### config.mk
export PLATFORM = sky130hd
export DESIGN_NAME = alu_issue_stage_flat
export DESIGN_NICKNAME = d
export VERILOG_FILES = /design/src/rtl/alu_issue_stage_if.sv /design/src/rtl/alu_issue_stage.sv /design/src/flat_wrapper.sv
export SDC_FILE = /design/constraint.sdc
export NUM_CORES = 1
export LEC_CHECK = 0
export CAP_MARGIN = 20
export CELL_PAD_IN_SITES_DETAIL_PLACEMENT = 0
export CELL_PAD_IN_SITES_GLOBAL_PLACEMENT = 1
export CORE_MARGIN = 2
export CORE_UTILIZATION = 33
export DETAILED_ROUTE_END_ITERATION = 10
export GPL_TIMING_DRIVEN = 0
export PLACE_DENSITY = 0.83
export RECOVER_POWER = 50
export SLEW_MARGIN = 10
export SYNTH_ARGS = -nofsm -noshare
export SYNTH_HDL_FRONTEND = slang
export SYNTH_SLANG_ARGS = --single-unit
### constraint.sdc
create_clock -name clk -period 5.3 [get_ports clk]
set_input_delay 0.795 -clock clk [delete_from_list [all_inputs] [get_ports clk]]
set_output_delay 0.795 -clock clk [all_outputs]
set_load 0.01 [all_outputs]
### src/rtl/alu_issue_stage_if.sv
// Issue-stage bundle: upstream instruction handshake plus the registered ALU operand/mode outputs.
interface alu_issue_stage_if #(
  parameter int XLEN = 32
);
  logic            in_valid;
  logic            in_ready;
  logic [31:0]     in_instr;
  logic [XLEN-1:0] in_pc;
  logic [XLEN-1:0] in_rs1;
  logic [XLEN-1:0] in_rs2;
  logic            flush;
  logic            out_valid;
  logic            out_ready;
  logic [XLEN-1:0] alu_a;
  logic [XLEN-1:0] alu_b;
  logic [3:0]      alu_mode;
  logic            is_branch;
  logic            jump;
  logic [XLEN-1:0] store_data;
  logic            illegal;
  logic [XLEN-1:0] out_pc;

  // master = the issue stage (producer of ALU operands), slave = its environment
  modport master (
    input  in_valid, in_instr, in_pc, in_rs1, in_rs2, flush, out_ready,
    output in_ready, out_valid, alu_a, alu_b, alu_mode, is_branch, jump,
           store_data, illegal, out_pc
  );

  modport slave (
    output in_valid, in_instr, in_pc, in_rs1, in_rs2, flush, out_ready,
    input  in_ready, out_valid, alu_a, alu_b, alu_mode, is_branch, jump,
           store_data, illegal, out_pc
  );
endinterface

### src/rtl/alu_issue_stage.sv
// RV32I decode/issue register: decodes ALU mode and operand sources into a single ID/EX entry
// with valid/ready on both sides and a highest-priority flush.
module alu_issue_stage #(
  parameter int              XLEN         = 32,
  parameter logic [XLEN-1:0] RESET_PC_TAG = '0
) (
  input  logic                clk,
  input  logic                rst_n,
  alu_issue_stage_if.master   bus
);
  localparam logic [3:0] M_ADD = 4'b0000, M_SUB = 4'b0001, M_AND = 4'b0010, M_OR  = 4'b0011;
  localparam logic [3:0] M_XOR = 4'b0100, M_SLL = 4'b0101, M_SRL = 4'b0110, M_SRA = 4'b0111;
  localparam logic [3:0] M_LTU = 4'b1000, M_GEU = 4'b1001, M_NE  = 4'b1011, M_LT  = 4'b1100;
  localparam logic [3:0] M_GE  = 4'b1101;

  localparam logic [6:0] OPC_OP   = 7'b0110011, OPC_OPIMM = 7'b0010011, OPC_LOAD = 7'b0000011;
  localparam logic [6:0] OPC_STORE = 7'b0100011, OPC_BRANCH = 7'b1100011, OPC_LUI = 7'b0110111;
  localparam logic [6:0] OPC_AUIPC = 7'b0010111, OPC_JAL = 7'b1101111, OPC_JALR = 7'b1100111;

  // Shared funct3 table for OP and OP-IMM; alt selects sub (000) or sra (101).
  function automatic logic [3:0] f3_mode(input logic [2:0] f3, input logic alt);
    case (f3)
      3'b000:  return alt ? M_SUB : M_ADD;
      3'b001:  return M_SLL;
      3'b010:  return M_LT;
      3'b011:  return M_LTU;
      3'b100:  return M_XOR;
      3'b101:  return alt ? M_SRA : M_SRL;
      3'b110:  return M_OR;
      default: return M_AND;
    endcase
  endfunction

  logic [6:0]      w_opcode;
  logic [2:0]      w_f3;
  logic [6:0]      w_f7;
  logic [XLEN-1:0] w_imm_i, w_imm_s, w_imm_u;
  logic [XLEN-1:0] w_a, w_b, w_sd;
  logic [3:0]      w_mode;
  logic            w_br, w_jmp, w_ill, w_shift;
  logic            w_accept;

  assign w_opcode = bus.in_instr[6:0];
  assign w_f3     = bus.in_instr[14:12];
  assign w_f7     = bus.in_instr[31:25];
  assign w_imm_i  = XLEN'($signed(bus.in_instr[31:20]));
  assign w_imm_s  = XLEN'($signed({bus.in_instr[31:25], bus.in_instr[11:7]}));
  assign w_imm_u  = XLEN'($signed({bus.in_instr[31:12], 12'b0}));
  assign w_shift  = (w_f3 == 3'b001) || (w_f3 == 3'b101);

  always_comb begin
    w_a    = '0;
    w_b    = '0;
    w_sd   = '0;
    w_mode = M_ADD;
    w_br   = 1'b0;
    w_jmp  = 1'b0;
    w_ill  = 1'b0;
    case (w_opcode)
      OPC_OP: begin
        w_a    = bus.in_rs1;
        w_b    = w_shift ? XLEN'(bus.in_rs2[4:0]) : bus.in_rs2;
        w_mode = f3_mode(w_f3, bus.in_instr[30]);
        w_ill  = !((w_f7 == 7'h00) ||
                   ((w_f7 == 7'h20) && ((w_f3 == 3'b000) || (w_f3 == 3'b101))));
      end
      OPC_OPIMM: begin
        w_a    = bus.in_rs1;
        w_b    = w_shift ? XLEN'(bus.in_instr[24:20]) : w_imm_i;
        w_mode = f3_mode(w_f3, (w_f3 == 3'b101) && bus.in_instr[30]);
        w_ill  = ((w_f3 == 3'b001) && (w_f7 != 7'h00)) ||
                 ((w_f3 == 3'b101) && (w_f7 != 7'h00) && (w_f7 != 7'h20));
      end
      OPC_LOAD: begin
        w_a = bus.in_rs1;
        w_b = w_imm_i;
      end
      OPC_STORE: begin
        w_a  = bus.in_rs1;
        w_b  = w_imm_s;
        w_sd = bus.in_rs2;
      end
      OPC_BRANCH: begin
        w_a  = bus.in_rs1;
        w_b  = bus.in_rs2;
        w_br = 1'b1;
        case (w_f3)
          3'b000:  w_mode = M_SUB;
          3'b001:  w_mode = M_NE;
          3'b100:  w_mode = M_LT;
          3'b101:  w_mode = M_GE;
          3'b110:  w_mode = M_LTU;
          3'b111:  w_mode = M_GEU;
          default: w_ill  = 1'b1;
        endcase
      end
      OPC_LUI:   w_b = w_imm_u;
      OPC_AUIPC: begin
        w_a = bus.in_pc;
        w_b = w_imm_u;
      end
      OPC_JAL, OPC_JALR: begin
        w_a   = bus.in_pc;
        w_b   = XLEN'(4);
        w_jmp = 1'b1;
      end
      default: w_ill = 1'b1;
    endcase
    // Illegal entries still travel to EX, but with neutral operands and no control effects.
    if (w_ill) begin
      w_a    = '0;
      w_b    = '0;
      w_sd   = '0;
      w_mode = M_ADD;
      w_br   = 1'b0;
      w_jmp  = 1'b0;
    end
  end

  logic            r_valid;
  logic [XLEN-1:0] r_a, r_b, r_sd, r_pc;
  logic [3:0]      r_mode;
  logic            r_br, r_jmp, r_ill;

  assign bus.in_ready = !r_valid || bus.out_ready;
  assign w_accept     = bus.in_valid && bus.in_ready;

  always_ff @(posedge clk or negedge rst_n) begin
    if (!rst_n) begin
      r_valid <= 1'b0;
      r_a     <= '0;
      r_b     <= '0;
      r_sd    <= '0;
      r_pc    <= RESET_PC_TAG;
      r_mode  <= M_ADD;
      r_br    <= 1'b0;
      r_jmp   <= 1'b0;
      r_ill   <= 1'b0;
    end else if (bus.flush) begin
      r_valid <= 1'b0;
    end else if (w_accept) begin
      r_valid <= 1'b1;
      r_a     <= w_a;
      r_b     <= w_b;
      r_sd    <= w_sd;
      r_pc    <= bus.in_pc;
      r_mode  <= w_mode;
      r_br    <= w_br;
      r_jmp   <= w_jmp;
      r_ill   <= w_ill;
    end else if (bus.out_ready) begin
      r_valid <= 1'b0;
    end
  end

  assign bus.out_valid  = r_valid;
  assign bus.alu_a      = r_a;
  assign bus.alu_b      = r_b;
  assign bus.alu_mode   = r_mode;
  assign bus.is_branch  = r_br;
  assign bus.jump       = r_jmp;
  assign bus.store_data = r_sd;
  assign bus.illegal    = r_ill;
  assign bus.out_pc     = r_pc;
endmodule

### src/flat_wrapper.sv
// flat-port wrapper written by rule: the top's interface ports become plain ports
module alu_issue_stage_flat 
#(
  parameter int              XLEN         = 32,
  parameter logic [XLEN-1:0] RESET_PC_TAG = '0
)
  (clk, rst_n, bus_in_valid, bus_in_instr, bus_in_pc, bus_in_rs1, bus_in_rs2, bus_flush, bus_out_ready, bus_in_ready, bus_out_valid, bus_alu_a, bus_alu_b, bus_alu_mode, bus_is_branch, bus_jump, bus_store_data, bus_illegal, bus_out_pc);
  alu_issue_stage_if #(.XLEN(XLEN)) bus_i ();
  input  logic clk;
  input  logic rst_n;
  input wire logic [$bits(bus_i.in_valid)-1:0] bus_in_valid;
  input wire logic [$bits(bus_i.in_instr)-1:0] bus_in_instr;
  input wire logic [$bits(bus_i.in_pc)-1:0] bus_in_pc;
  input wire logic [$bits(bus_i.in_rs1)-1:0] bus_in_rs1;
  input wire logic [$bits(bus_i.in_rs2)-1:0] bus_in_rs2;
  input wire logic [$bits(bus_i.flush)-1:0] bus_flush;
  input wire logic [$bits(bus_i.out_ready)-1:0] bus_out_ready;
  output wire logic [$bits(bus_i.in_ready)-1:0] bus_in_ready;
  output wire logic [$bits(bus_i.out_valid)-1:0] bus_out_valid;
  output wire logic [$bits(bus_i.alu_a)-1:0] bus_alu_a;
  output wire logic [$bits(bus_i.alu_b)-1:0] bus_alu_b;
  output wire logic [$bits(bus_i.alu_mode)-1:0] bus_alu_mode;
  output wire logic [$bits(bus_i.is_branch)-1:0] bus_is_branch;
  output wire logic [$bits(bus_i.jump)-1:0] bus_jump;
  output wire logic [$bits(bus_i.store_data)-1:0] bus_store_data;
  output wire logic [$bits(bus_i.illegal)-1:0] bus_illegal;
  output wire logic [$bits(bus_i.out_pc)-1:0] bus_out_pc;
  assign bus_i.in_valid = bus_in_valid;
  assign bus_i.in_instr = bus_in_instr;
  assign bus_i.in_pc = bus_in_pc;
  assign bus_i.in_rs1 = bus_in_rs1;
  assign bus_i.in_rs2 = bus_in_rs2;
  assign bus_i.flush = bus_flush;
  assign bus_i.out_ready = bus_out_ready;
  assign bus_in_ready = bus_i.in_ready;
  assign bus_out_valid = bus_i.out_valid;
  assign bus_alu_a = bus_i.alu_a;
  assign bus_alu_b = bus_i.alu_b;
  assign bus_alu_mode = bus_i.alu_mode;
  assign bus_is_branch = bus_i.is_branch;
  assign bus_jump = bus_i.jump;
  assign bus_store_data = bus_i.store_data;
  assign bus_illegal = bus_i.illegal;
  assign bus_out_pc = bus_i.out_pc;
  alu_issue_stage #(.XLEN(XLEN), .RESET_PC_TAG(RESET_PC_TAG)) u_core (.clk(clk), .rst_n(rst_n), .bus(bus_i));
endmodule
---- Yosys cells after proc, flatten, opt, wreduce, memory -nomap -nowiden ----
Cells that the tools add are included.
word-level totals
  register bits after elaboration ......... 136
  input bits .............................. 133
  output and inout bits ................... 137
  word-level logic and storage cells ...... 78
operators by class
  eq/ne operators ......................... 18
  multiplexer cells ....................... 26
  bitwise logic cells ..................... 1
  reductions and logical operators ........ 24
operators with widths
  cell                count
  $pmux 32 s7         1
  $mux 32             6
  $pmux 32 s2         1
  $pmux 4 s7          2
  $eq 7x6->1 const B  4
  $pmux 4 s6          1
  $eq 7x7->1 const B  3
  $eq 7x5->1 const B  2
  $eq 3x3->1 const B  4
  $mux 1              12
  $pmux 4 s3          1
  $reduce_or 6->1     2
  $eq 7x2->1 const B  1
  $logic_not 7->1     1
  $ne 7x6->1 const B  1
  $reduce_bool 7->1   1
  $eq 3x2->1 const B  2
  $logic_and 1x1->1   6
  $logic_or 1x1->1    5
  $reduce_or 5->1     1
  $mux 4              1
  $pmux 1 s4          1
  $reduce_or 2->1     2
  $eq 3x1->1 const B  1
  6 further kinds     7

---- Logic depth before layout (Yosys ltp) ----
  word-level depth ........................ 7
  mapped depth ............................ 8
  depth with buffers taken out ............ 6

---- Worst setup path after synthesis ----
OpenSTA, ideal clock, no wires.
  path type ............................... input port to flip-flop
  from .................................... input bus_in_instr[6]
  to ...................................... register u_core.r_sd[0] (netlist: u_core.bus.store_data[0])
  arrival ................................. 2.357 ns
  data required time ...................... 5.235 ns
  setup slack ............................. 2.878 ns
  cell stages on the path ................. 7
  path buffers ............................ 2
  cells stage by stage .................... buf_2 -> nand4b_1 -> nor3b_2 -> o311ai_4 -> a2111oi_4 -> buf_6 -> a22o_1
on the way
  cells in the longest elaborated chain, start to end .. 4
RTL lines
  item                                line                    source
  start, declared                     flat_wrapper.sv:12      input wire logic [$bits(bus_i.in_instr)-1:0] bus_in_instr;
  $eq 7x2->1 (tied with other cells)  alu_issue_stage.sv:59   case (w_opcode)
  $reduce_or 6->1 (no line)           n/a
  $pmux 1 s4                          alu_issue_stage.sv:59
  $mux 32 *                           alu_issue_stage.sv:110  if (w_ill) begin
  end signal, assigned                alu_issue_stage.sv:145  r_sd <= w_sd;
  end, declared                       alu_issue_stage.sv:121  logic [XLEN-1:0] r_a, r_b, r_sd, r_pc;
Mark *: on every way between the ends. The rest lies on a longest branch, timed or not.
A chain may end at the register's enable or synchronous reset.

---- Final worst setup path ----
  from .................................... input bus_out_ready
  to ...................................... register u_core.r_b[11] (netlist: u_core.bus.alu_b[11])
on the way
  cells in the longest elaborated chain, start to end .. 3
RTL lines
  item                        line                    source
  start, declared             flat_wrapper.sv:17      input wire logic [$bits(bus_i.out_ready)-1:0] bus_out_ready;
  $logic_or 1x1->1            alu_issue_stage.sv:125  assign bus.in_ready = !r_valid || bus.out_ready;
  $logic_and 1x1->1           alu_issue_stage.sv:126  assign w_accept = bus.in_valid && bus.in_ready;
  $reduce_and 2->1 (no line)  n/a
  end signal, assigned        alu_issue_stage.sv:144  r_b <= w_b;
  end, declared               alu_issue_stage.sv:121
No other way between the ends.

==> results.py <==
metrics = {
    "route": {
        "drt-pass1-iter-count": 4,
        "totalWireLength_um": 21460,
        "viasPerCell": 5.119,
        "drt_iter0_markers": 212,
        "wl_per_cell_um": 19.32,
        "ant_nets": 0,
        "vias": 5687,
        "route.detailed.drc": 0,
    },
    "synth": {
        "synth.distinct_cells": 45,
        "synth_ff_type": "dfrtp_1",
        "synth_cells": 589,
        "syn_nets": 722,
        "synthArstFlopShare_pct": 100.0,
        "synthesis.area_um2": 5883,
        "synth_edf_count": 0,
        "synth_top_cell_area_share_pct": 57.85,
        "synthMostInstantiatedCell": "nand2_1",
        "syn_area_per_cell_um2": 9.988,
        "synth_common_cells": "172 x nand2_1, 136 x dfrtp_1, 68 x o21ai_1",
        "yosysSeqAreaShare_pct": 57.85,
        "synth-seq-cells": 136,
        "netlist_top_cells_area": "dfrtp_1 58%, nand2_1 11%, o21ai_1 5.8%",
        "yosysTopAreaCell": "dfrtp_1",
        "yosysWarnings": 0,
    },
    "critical_path": {
        "cp_slowest_cell": "clkbuf_1",
        "crit_buf_inv": 5,
        "rr_worst_depth": 8,
        "critPathKind": "input pin to flop",
        "path_max_fanout": 10,
        "worst_setup_path_end_kind": "flop",
        "crit_path_max_incr_delay_ns": 0.68,
        "cp.required_ns": 5.63,
        "r2r-start": "u_core.bus.out_valid",
        "critPathArrivalTime_ns": 3.73,
        "critPathLaunch": "bus_out_ready",
        "cpMostUsedCell": "clkbuf_1",
        "cp_cell_sequence": "dlygate4sd3_1 > nor2b_1 > inv_2 > nand3b_1 > clkbuf_1 > clkbuf_1 > clkbuf_1 > nand2_1 > o21ai_1",
        "cp_num_cells": 9,
        "critPathLaunchType": "input pin",
        "reg2reg_slack_ns": 2.48,
        "crit_family": "buffers and inverters",
    },
    "floorplanning": {
        "start_util_pct": 33.90,
        "rows": 48,
        "core_um2": 17360,
        "fp.dieH_um": 137.5,
        "die_w_um": 137.5,
        "fp.dieArea_um2": 18910,
        "ios": 270,
    },
    "layout": {
        "layout-drive-gt1-share_pct": 6.095,
        "antenna_cells": 0,
        "areaGrowthSynthToFinish_pct": 60.74,
        "nFillCells": 1612,
        "nets": 1008,
    },
    "grt": {
        "grt_antenna_before_repair": 2,
        "gr-total-overflow": 0,
        "grt_pass1_wl_um": 32540,
        "grt_max_degree": 70,
        "grt_pass1_vias": 5663,
        "grt_usage_pct": 22.97,
    },
    "sta": {
        "maxSlewViolCount": 0,
        "finalCritPeriodShare_pct": 64.03,
        "whs_ns": 0.3695,
        "fmax_mhz": 294.7,
        "min_period_ns": 3.394,
        "tns_ns": 0,
        "clock_skew_ns": 0.005478,
        "rsz0062_at_grt": "false",
        "slew-limit-headroom_pct": 46.40,
        "hold_violations": 0,
        "setup_slack_ns": 1.906,
        "tightest_slew_ns": 0.8041,
        "setup_viol": 0,
    },
    "power_and_ir_drop": {
        "power_leakage_uw": 0.004107,
        "ir_worst_vdd_mv": 0.2079,
        "pwr_density_cell_nw_per_um2": 280.7,
    },
    "clock_tree": {
        "post_cts_buffers": 0,
        "clk_latency_ns": 0.41,
        "cts_buffers": 17,
        "cts_buffer_depth": 2,
        "holdBufCountCts": 0,
        "cts-root-buf": "clkbuf_16",
        "clkTransAtPathRegs_ns": 0.06,
        "cts_num_sinks": 136,
        "cts_resized": 0,
        "h-tree-depth": 4,
        "tritoncts": "done",
    },
    "worst_hold_path": {
        "min_path_type": "input pin to async pin",
    },
    "run_status": {
        "status": "finished, final reports clean",
    },
    "place": {
        "place_ws_ns": 1.559,
        "dp_hpwl_um": 16070,
        "place_congestion": 0.7987,
        "numPortBuffers": 266,
    },
    "job": {
        "maxCapViolCount": 0,
    },
}
==> per-stage QoR <==
stage / cell area (um2) / std cells / utilization (%) / power (uW)
after floorplan: 5883 / 589 / - / 1214
after global placement: 8827 / 1080 / 50.86 / 1461
after detailed placement: 8856 / 1081 / 51.02 / 1465
after CTS: 9457 / 1111 / 54.48 / 2688
after global routing: 9457 / 1111 / 54.48 / 2757
final: 9457 / 1111 / 54.48 / 2655
==> layout by cell type, fill, tap and decap left out, drive strengths merged, types with 2 or more instances in the layout <==
cell type / n
and3: 2
a21o: 2
inv: 5
clkbuf: 47
a22o: 32
o21ai: 71
nor3b: 2
a221oi: 20
dlygate4sd3: 68
clkdlybuf4s50: 197
o32a: 2
dfrtp: 136
buf: 22
a21oi: 14
nand2b: 3
clkinv: 5
a22oi: 43
nor2b: 7
nand3: 2
bufinv: 3
nand2: 172
nor2: 10
==> worst paths after layout <==
| check | endpoint |
|---|---|
| worst max-delay path | u_core.bus.alu_b[11] |
| worst min-delay path | u_core.bus.store_data[23] |
| worst max register to register | u_core.bus.alu_b[11] |
| worst min register to register | u_core.bus.out_pc[25] |
| max in group asynchronous | u_core.bus.out_valid |
| min in group clk | u_core.bus.out_pc[25] |
==> flip-flops by register name, indices dropped and copies added (netlist names) <==
signal / flops
u_core.bus.alu_a: 32
u_core.bus.alu_b: 32
u_core.bus.alu_mode: 4
u_core.bus.illegal: 1
u_core.bus.is_branch: 1
u_core.bus.jump: 1
u_core.bus.out_pc: 32
u_core.bus.out_valid: 1
u_core.bus.store_data: 32
==> report_power, final <==
part / total (uW) / switching (uW) / internal, uW / leakage [uW]
logic: 340 / 164 / 176 / 0.00197
registers: 1100 / 19.7 / 1080 / 0.00184
clock network: 1220 / 457 / 762 / 0.000295
==> layer usage <==
layer	GRT usage [%]	part of all wire (%)
met5	0	0.11
met3	7.653	9.1
met4	6.758	1.7
met1	29.30	42
met2	37.15	47
==> final cells by class <==
class	instances	area (um2)	area share (%)
inverter	3	11.26	0.1191
clock buffer	19	452.9	4.790
multi-input combinational	402	2250	23.79
buffer	48	219.0	2.315
tap	225	281.5	2.977
timing repair buffer	267	2691	28.46
clock inverter	11	147.6	1.561
sequential	136	3403	35.99
==> cells by family after synthesis <==
kind of cell	synth area share [%]
AO/OA/AOI/OAI	23.48
AND/OR/NAND/NOR	14.76
buffers and inverters	3.913
flip-flops	57.85
Note: power is estimated with default switching activity, not from simulation.
